**src/rtl/bc_pkg.sv**
```systemverilog
// Shared types and defaults for the bit-serial transmit path.
// State enum plus the default word width and bit period.
package bc_pkg;

  localparam int BC_DATA_W       = 16;
  localparam int BC_CLKS_PER_BIT = 4;

  typedef enum logic [2:0] {
    IDLE,
    FETCH,
    LOAD,
    START,
    DATA,
    PARITY,
    STOP
  } tx_state_t;

endpackage

```
**src/rtl/bc_bit_timer.sv**
```systemverilog
// Bit-period timer: pulses o_bit_tick on the last cycle of every CLKS_PER_BIT window.
// No latency beyond the count itself; i_clr restarts the window so each state begins a fresh bit.
module bc_bit_timer
  import bc_pkg::*;
#(
  parameter int CLKS_PER_BIT = BC_CLKS_PER_BIT
) (
  input  logic clk,
  input  logic rst,
  input  logic i_clr,
  output logic o_bit_tick
);

  localparam int CNT_W = $clog2(CLKS_PER_BIT);

  logic [CNT_W-1:0] r_cnt;

  assign o_bit_tick = (r_cnt == CNT_W'(CLKS_PER_BIT - 1));

  always_ff @(posedge clk or posedge rst) begin
    if (rst) begin
      r_cnt <= '0;
    end else if (i_clr || o_bit_tick) begin
      r_cnt <= '0;
    end else begin
      r_cnt <= r_cnt + 1'b1;
    end
  end

endmodule

```
**src/rtl/bc_tx_serializer.sv**
```systemverilog
// Pops words from a FIFO and sends them as start / MSB-first data / even parity / stop frames.
// Two idle-high cycles (FETCH, LOAD) precede each frame; enable only gates the start of the next frame.
module bc_tx_serializer
  import bc_pkg::*;
#(
  parameter int DATA_W       = BC_DATA_W,
  parameter int CLKS_PER_BIT = BC_CLKS_PER_BIT,
  parameter int PARITY_EN    = 1
) (
  input  logic              clk,
  input  logic              rst,
  input  logic              enable,
  input  logic              fifo_empty,
  output logic              fifo_rd_en,
  input  logic [DATA_W-1:0] fifo_dout,
  output logic              ser_out,
  output logic              busy,
  output logic              frame_done
);

  localparam int IDX_W = (DATA_W > 1) ? $clog2(DATA_W) : 1;

  tx_state_t         r_state;
  tx_state_t         w_state_nxt;
  logic [DATA_W-1:0] r_shift;
  logic [DATA_W-1:0] w_shift_nxt;
  logic [IDX_W-1:0]  r_bit_idx;
  logic [IDX_W-1:0]  w_bit_idx_nxt;
  logic              r_parity;
  logic              r_ser_out;
  logic              w_ser_nxt;
  logic              w_bit_tick;
  logic              w_state_chg;
  logic              w_last_bit;
  logic              w_start_ok;

  assign w_start_ok  = enable && !fifo_empty;
  assign w_last_bit  = (r_bit_idx == IDX_W'(DATA_W - 1));
  assign w_state_chg = (w_state_nxt != r_state);

  bc_bit_timer #(
    .CLKS_PER_BIT(CLKS_PER_BIT)
  ) u_bit_timer (
    .clk       (clk),
    .rst       (rst),
    .i_clr     (w_state_chg),
    .o_bit_tick(w_bit_tick)
  );

  always_comb begin
    w_state_nxt   = r_state;
    w_shift_nxt   = r_shift;
    w_bit_idx_nxt = r_bit_idx;
    fifo_rd_en    = 1'b0;
    frame_done    = 1'b0;
    case (r_state)
      IDLE: begin
        if (w_start_ok) w_state_nxt = FETCH;
      end
      FETCH: begin
        // Never pop an empty FIFO; fall back to IDLE if the word disappeared.
        fifo_rd_en  = !fifo_empty;
        w_state_nxt = fifo_empty ? IDLE : LOAD;
      end
      LOAD: begin
        w_shift_nxt = fifo_dout;
        w_state_nxt = START;
      end
      START: begin
        if (w_bit_tick) w_state_nxt = DATA;
      end
      DATA: begin
        if (w_bit_tick) begin
          if (w_last_bit) begin
            w_state_nxt = (PARITY_EN != 0) ? PARITY : STOP;
          end else begin
            w_shift_nxt   = r_shift << 1;
            w_bit_idx_nxt = r_bit_idx + 1'b1;
          end
        end
      end
      PARITY: begin
        if (w_bit_tick) w_state_nxt = STOP;
      end
      STOP: begin
        if (w_bit_tick) begin
          frame_done  = 1'b1;
          w_state_nxt = w_start_ok ? FETCH : IDLE;
        end
      end
      default: w_state_nxt = IDLE;
    endcase
    if (w_state_nxt != r_state) w_bit_idx_nxt = '0;
  end

  // Line level is derived from the next state so ser_out lines up with the state it belongs to.
  always_comb begin
    w_ser_nxt = 1'b1;
    case (w_state_nxt)
      START:   w_ser_nxt = 1'b0;
      DATA:    w_ser_nxt = w_shift_nxt[DATA_W-1];
      PARITY:  w_ser_nxt = r_parity;
      default: w_ser_nxt = 1'b1;
    endcase
  end

  always_ff @(posedge clk or posedge rst) begin
    if (rst) begin
      r_state   <= IDLE;
      r_shift   <= '0;
      r_bit_idx <= '0;
      r_parity  <= 1'b0;
      r_ser_out <= 1'b1;
    end else begin
      r_state   <= w_state_nxt;
      r_shift   <= w_shift_nxt;
      r_bit_idx <= w_bit_idx_nxt;
      r_ser_out <= w_ser_nxt;
      if (r_state == LOAD) r_parity <= ^fifo_dout;
    end
  end

  assign ser_out = r_ser_out;
  assign busy    = (r_state != IDLE);

endmodule

```
**config.mk**
```make
export PLATFORM = sky130hd
export DESIGN_NAME = bc_tx_serializer
export DESIGN_NICKNAME = d
export VERILOG_FILES = /design/src/rtl/bc_pkg.sv /design/src/rtl/bc_bit_timer.sv /design/src/rtl/bc_tx_serializer.sv
export SDC_FILE = /design/constraint.sdc
export NUM_CORES = 1
export LEC_CHECK = 0
export CAP_MARGIN = 20
export CORE_UTILIZATION = 35
export DETAILED_ROUTE_END_ITERATION = 8
export MAX_ROUTING_LAYER = met4
export PLACE_DENSITY_LB_ADDON = 0.12
export SETUP_SLACK_MARGIN = 0.5
export SYNTH_ARGS = -nofsm -noshare
export SYNTH_HDL_FRONTEND = slang
export SYNTH_SLANG_ARGS = --single-unit
```
**constraint.sdc**
```tcl
create_clock -name clk -period 4.85 [get_ports clk]
set_clock_uncertainty 0.05 [all_clocks]
set_input_delay 0.97 -clock clk [delete_from_list [all_inputs] [get_ports clk]]
set_output_delay 0.97 -clock clk [all_outputs]
set_load 0.1 [all_outputs]
```
==> results.cfg <==
[cells_and_area]
diodes = 0
fill_cells = 390
fin_area_mm2 = 0.001794
final_cells = 210
fin_util_pct = 44.53
multi_input_area_um2 = 664.4
final_nets = 183
final_layout_size_suffix_gt1_share_pct = 8.750
synthToLayoutAreaGrowth_pct = 21.22
seqCellArea_um2 = 676.9

[placement]
pre_cts_slack_ps = 1655
dp_cells = 205
gp_congestion = 0.7122
dpl_cell_area_mm2 = 0.001722
dp_hpwl_um = 2139
io_buffers = 23

[sta]
fmax_mhz = 285.2
rsz0062_at_grt = no
min_period_ps = 3507
timing.hold.ws_ps = 418.2
setup_slack_ps = 1343
fin_crit_sh_pct = 72.31
worstMarginPinSlew_ps = 962.7
fin_setup_tns_ps = 0
final_hold_viol_count = 0
final_max_slew_viol_count = 0
relSlewSlack_pct = 35.62
setup_viol = 0

[clock_tree]
insertion_delay_ps = 270
clock_sinks = 27
cts_tree = done
ctsResizeCount = 0
ctsLongestPathBuffers = 2
clock-root-buffer = clkbuf_8
path_clk_slew_ps = 90
htree_levels = 1
numCtsBuffers = 3
hold_buffers = 0
cts_setup_buffers = 0

[global_route]
grt_overflow = 0
grt_pass1_wl_um = 5023
antenna_found_initial = 0
grt_use_total_pct = 15.32
grt_max_degree = 28
grt_pass1_vias = 1108

[critical_path]
cpLargestDelayFamily = buffers and inverters
cp.arrival_ps = 2490
slowest_stage = clkdlybuf4s50_1
crit_fanout = 10
cpPeakStageDelay_ps = 1160
cp.depth = 4
critical_path_class = register to primary output
required_ps = 3830
cp.buffers_inverters = 1
setup.worst_path.start_class = register
critical_path.startpoint = u_bit_timer.r_cnt[0]$_DFF_PP0_
cp-end-kind = primary output
worstPathCellList = ha_1, nand2_1, nor3_1, clkdlybuf4s50_1
rr_worst_depth = 6
reg2reg_from = r_bit_idx[0]$_DFFE_PP0P_

[routing]
vias_per_cell = 5.248
post_drt_wl_per_cell_um = 14.43
dr.pass1.iters = 6
drc_errors = 0
wirelength_um = 3030
drtIter0Drc = 98
vias = 1102
ant_nets = 0

[worst_hold_path]
hold_path_depth = 1
min_from = u_bit_timer.r_cnt[0]$_DFF_PP0_
hold_path.class = register to register

[synth]
syn-num-nets = 160
ys_seq_elements = 27
synth_cells = 138
yosysWarnings = 0
seq_area_frac_synth_pct = 45.73
netlist_area_mm2 = 0.001480
avgSynthCellArea_um2 = 10.73
ys_types = 40

[floorplanning]
die_w_um = 67.03
die-area_mm2 = 0.004493
coreArea_mm2 = 0.004029
die_h_um = 67.03
io_pins = 24
rows = 23
initial_utilization_pct = 36.74

[pwr]
p_total_mw = 0.9176
power.density_mw_per_mm2 = 511.4
p_leak_nw = 0.7885
ir_worst_vdd_mv = 0.1759

[run]
max-cap-violations = 0

[outcome]
outcome = finished, final reports clean
## routing by layer
| layer | share of wire [%] | global-route usage [%] | vias to the layer above |
|---|---|---|---|
| met4 | 1.5 | 5.585 | 0 |
| li1 | - | - | 543 |
| met1 | 46 | 18.78 | 524 |
| met2 | 49 | 25.50 | 30 |
| met3 | 3.7 | 2.055 | 5 |
| met5 | 0 | - | - |
## cell usage after synthesis, drive strengths merged
cell | number | share of area, %
nand2 | 4 | 1.0
nor3b | 2 | 1.0
or4 | 1 | 0.51
o31ai | 1 | 0.51
xor2 | 4 | 2.4
o2bb2ai | 1 | 0.59
nand3b | 1 | 0.51
and3 | 1 | 0.76
nor4 | 1 | 0.85
o211ai | 1 | 0.51
a222oi | 15 | 10
o21ai | 1 | 0.34
nor4b | 2 | 1.2
or3 | 1 | 0.42
nand2b | 2 | 0.85
mux2i | 2 | 2.2
a22o | 1 | 0.59
inv | 18 | 4.6
nor3 | 4 | 1.4
o22ai | 1 | 0.42
a31oi | 1 | 0.42
o21bai | 1 | 0.51
a32o | 1 | 0.68
and2 | 1 | 0.42
a22oi | 1 | 0.51
or2b | 1 | 0.59
a21oi | 3 | 1.0
clkbuf | 1 | 0.25
nor2b | 1 | 0.42
xnor2 | 15 | 8.9
ha | 2 | 1.7
nand4 | 1 | 0.42
nor2 | 9 | 2.3
buf | 8 | 5.0
a211oi | 1 | 0.51
dfrtp | 26 | 44
dfstp | 1 | 1.8
## worst paths after layout
path                                                        to  slack (ps)
min in group asynchronous             r_bit_idx[2]$_DFFE_PP0P_         840
worst min register to register  u_bit_timer.r_cnt[0]$_DFF_PP0_         420
max in group asynchronous                    ser_out$_DFF_PP1_        3450
worst min-delay path            u_bit_timer.r_cnt[0]$_DFF_PP0_         420
worst max register to register  u_bit_timer.r_cnt[1]$_DFF_PP0_        2610
worst max-delay path                                frame_done        1340
## sequential cells by signal, summed over array words and instances, names as in the netlist
name               count
r_bit_idx              4
ser_out                1
r_parity               1
u_bit_timer.r_cnt      2
r_state                3
r_shift               16
## cell type report
| class | instances | area share [%] |
|---|---|---|
| flip-flops and latches | 27 | 37.73 |
| multi-input cells | 84 | 37.03 |
| repair buffers | 27 | 15.48 |
| inverters | 18 | 3.766 |
| well taps | 50 | 3.487 |
| clock buffers | 4 | 2.510 |
## cell families after synthesis
kind of cell             after synthesis  synth area share (%)
AO/OA/AOI/OAI                         29                 16.74
flip-flops                            27                 45.73
adder cells (fa/ha/maj)                2                 1.690
AND/OR/NAND/NOR                       32                 12.60
buffers and inverters                 27                 9.805
multiplexers                           2                 2.198
XOR/XNOR                              19                 11.24
## where the power goes
part	leakage (nW)	internal, mW	switching, mW
Sequential	0.336	0.315	0.0719
Combinational	0.430	0.183	0.221
Clock	0.0228	0.0588	0.0676
Total	0.789	0.557	0.361
## layout by cell type (no fill, tap or decap), drive strengths merged, types with 3 or more instances in the layout
cell,instances
inv,18
dfrtp,26
clkdlybuf4s50,22
nand2,4
buf,5
xnor2,15
nor2,9
clkbuf,4
nor3,4
a21oi,3
a222oi,15
xor2,4
Power figures use the tool's default switching activity.
==> patch: new RTL, same settings <==
The parameter `PARITY_EN` goes from 1 to 0.
--- a/src/rtl/bc_tx_serializer.sv
+++ b/src/rtl/bc_tx_serializer.sv
@@ -5,7 +5,7 @@
 #(
   parameter int DATA_W       = BC_DATA_W,
   parameter int CLKS_PER_BIT = BC_CLKS_PER_BIT,
-  parameter int PARITY_EN    = 1
+  parameter int PARITY_EN    = 0
 ) (
   input  logic              clk,
   input  logic              rst,
Function: no difference found for any inputs over 10 cycles, from zero or initial values and one cycle with rst high; that may be too few to reach the edited logic, so the function may still have changed.
==> patch against the original RTL <==
Core utilization down 0.076 points. Synthesized area up 2.1%. Critical path type unchanged. Sequential cell count is the same. Design area rose by 1.3%. Routed wire length is 5.4% lower. Setup slack got worse by 0.042 ns. Final cell count decreased by 1.9%.
Power is not compared: it rests on default switching activity, and its combinational part moved more than twofold at a synthesized area within 25%.
==> patch: results <==
set metrics [dict create \
    outcome "complete, no violations" \
    multi_input_cells 83 \
    synthesis.area_per_instance_um2 11.20 \
    global_route.usage.total_pct 14.85 \
    yosys.area_share.adder_pct 1.656 \
    detailed_place_hpwl_um 2067 \
    routed_wire_length_per_instance_um 13.91 \
    hold_path_class "reg -> reg" \
    slew_headroom_pct 35.27 \
    drt_first_iter_violations 104 \
    number_of_cells_in_the_finished_layout_apart_from_fillers 206 \
    routabilityCongestion 0.7559 \
    worst_slack_after_detailed_placement_ns 1.596 \
    synth.mux.area_fraction_pct 1.325 \
    fill_cells 397 \
    grt_pass1_wl_um 5002 \
    whs_ns 0.3929 \
    non_clk_buf_share_pct 15.08 \
    area_share_clock_buf_inv_pct 2.548 \
    cp_max_fo 11 \
    buffers 26 \
    cp.arrival_ns 2.53 \
    post_route_cells_drive_above_1_share_pct 12.82 \
    synth.top_cells.by_area "dfrtp_1, a222oi_1, xnor2_1, inv_1, buf_6" \
    drt_first_pass_iters 4 \
    leakage_nw 0.8278 \
    via_per_inst 5.286 \
    postSynth.asyncResetShare_pct 100.0 \
    timing.reg2reg.setup_slack_ns 2.87 \
    fraction_of_the_mapped_netlist_area_in_compound_gates_pct 16.47 \
    seq-cell-share_pct 37.26 \
    synth_xor_area_share_pct 12.09 \
    max_clock_freq_mhz 281.8 \
    inverters 16 \
    fin_nets 179 \
    worst_skew_pair.late_latency_ns 0.27 \
    full_die_area_um2 4585 \
    multi_input_area_share_pct 38.36 \
    synth-seq-area-share_pct 44.78 \
    syn-num-nets 157 \
    placedInstanceArea_um2 1732 \
    place_inst 200 \
    synthTopCellsByCount "dfrtp_1, inv_1, a222oi_1, xnor2_1, xor2_1" \
]
## patch: cell types whose count changed in the layout (fill, tap and decap cells not counted), moves of 2 or more
cell,delta
nor3b_1,+2
nor2_1,-7
inv_1,-2
nor3_2,+2
buf_4,-2
nor4_1,+2
## patch: report_power, final
group | total, mW | switching [mW] | internal [mW]
clock network | 0.127 | 0.0694 | 0.0574
registers | 0.225 | 0 | 0.225
logic | 0.0537 | 0.0212 | 0.0324
## patch: worst paths after layout
kind | from | to | cells after the start
max | u_bit_timer.r_cnt[0]$_DFF_PP0_ | frame_done | 4
min | u_bit_timer.r_cnt[0]$_DFF_PP0_ | u_bit_timer.r_cnt[0]$_DFF_PP0_ | 1
max reg2reg | r_bit_idx[0]$_DFFE_PP0P_ | r_bit_idx[3]$_DFFE_PP0P_ | 7
min reg2reg | u_bit_timer.r_cnt[0]$_DFF_PP0_ | u_bit_timer.r_cnt[0]$_DFF_PP0_ | 1
max in group asynchronous | rst | ser_out$_DFF_PP1_ | 3
min in group asynchronous | rst | r_shift[6]$_DFFE_PP0P_ | 2
## patch: kinds of logic after synthesis
kind of cell | count (synthesis)
simple gates | 30
compound gates | 29
flops | 27
buf+inv | 25
xor+xnor | 20
mux | 2
fa+ha+maj | 2
## patch: worst reg2reg max path: cells and delay by family, from the launching register on
kind	cells	cell delay (ns)
buffers and inverters	1	0.24
and+or+nand+nor	4	0.77
adders and majority gates	1	0.22
DFF	1	0.41
xor gates and xnor gates	1	0.18
## patch: layer usage
layer  track usage [%]  vias to the layer above  share of wire [%]
li1                  -                      537                  -
met1             19.52                      523                 47
met2             23.76                       27                 48
met3             1.520                        2                4.0
met4             4.787                        0               0.84
met5                 -                        -                  0
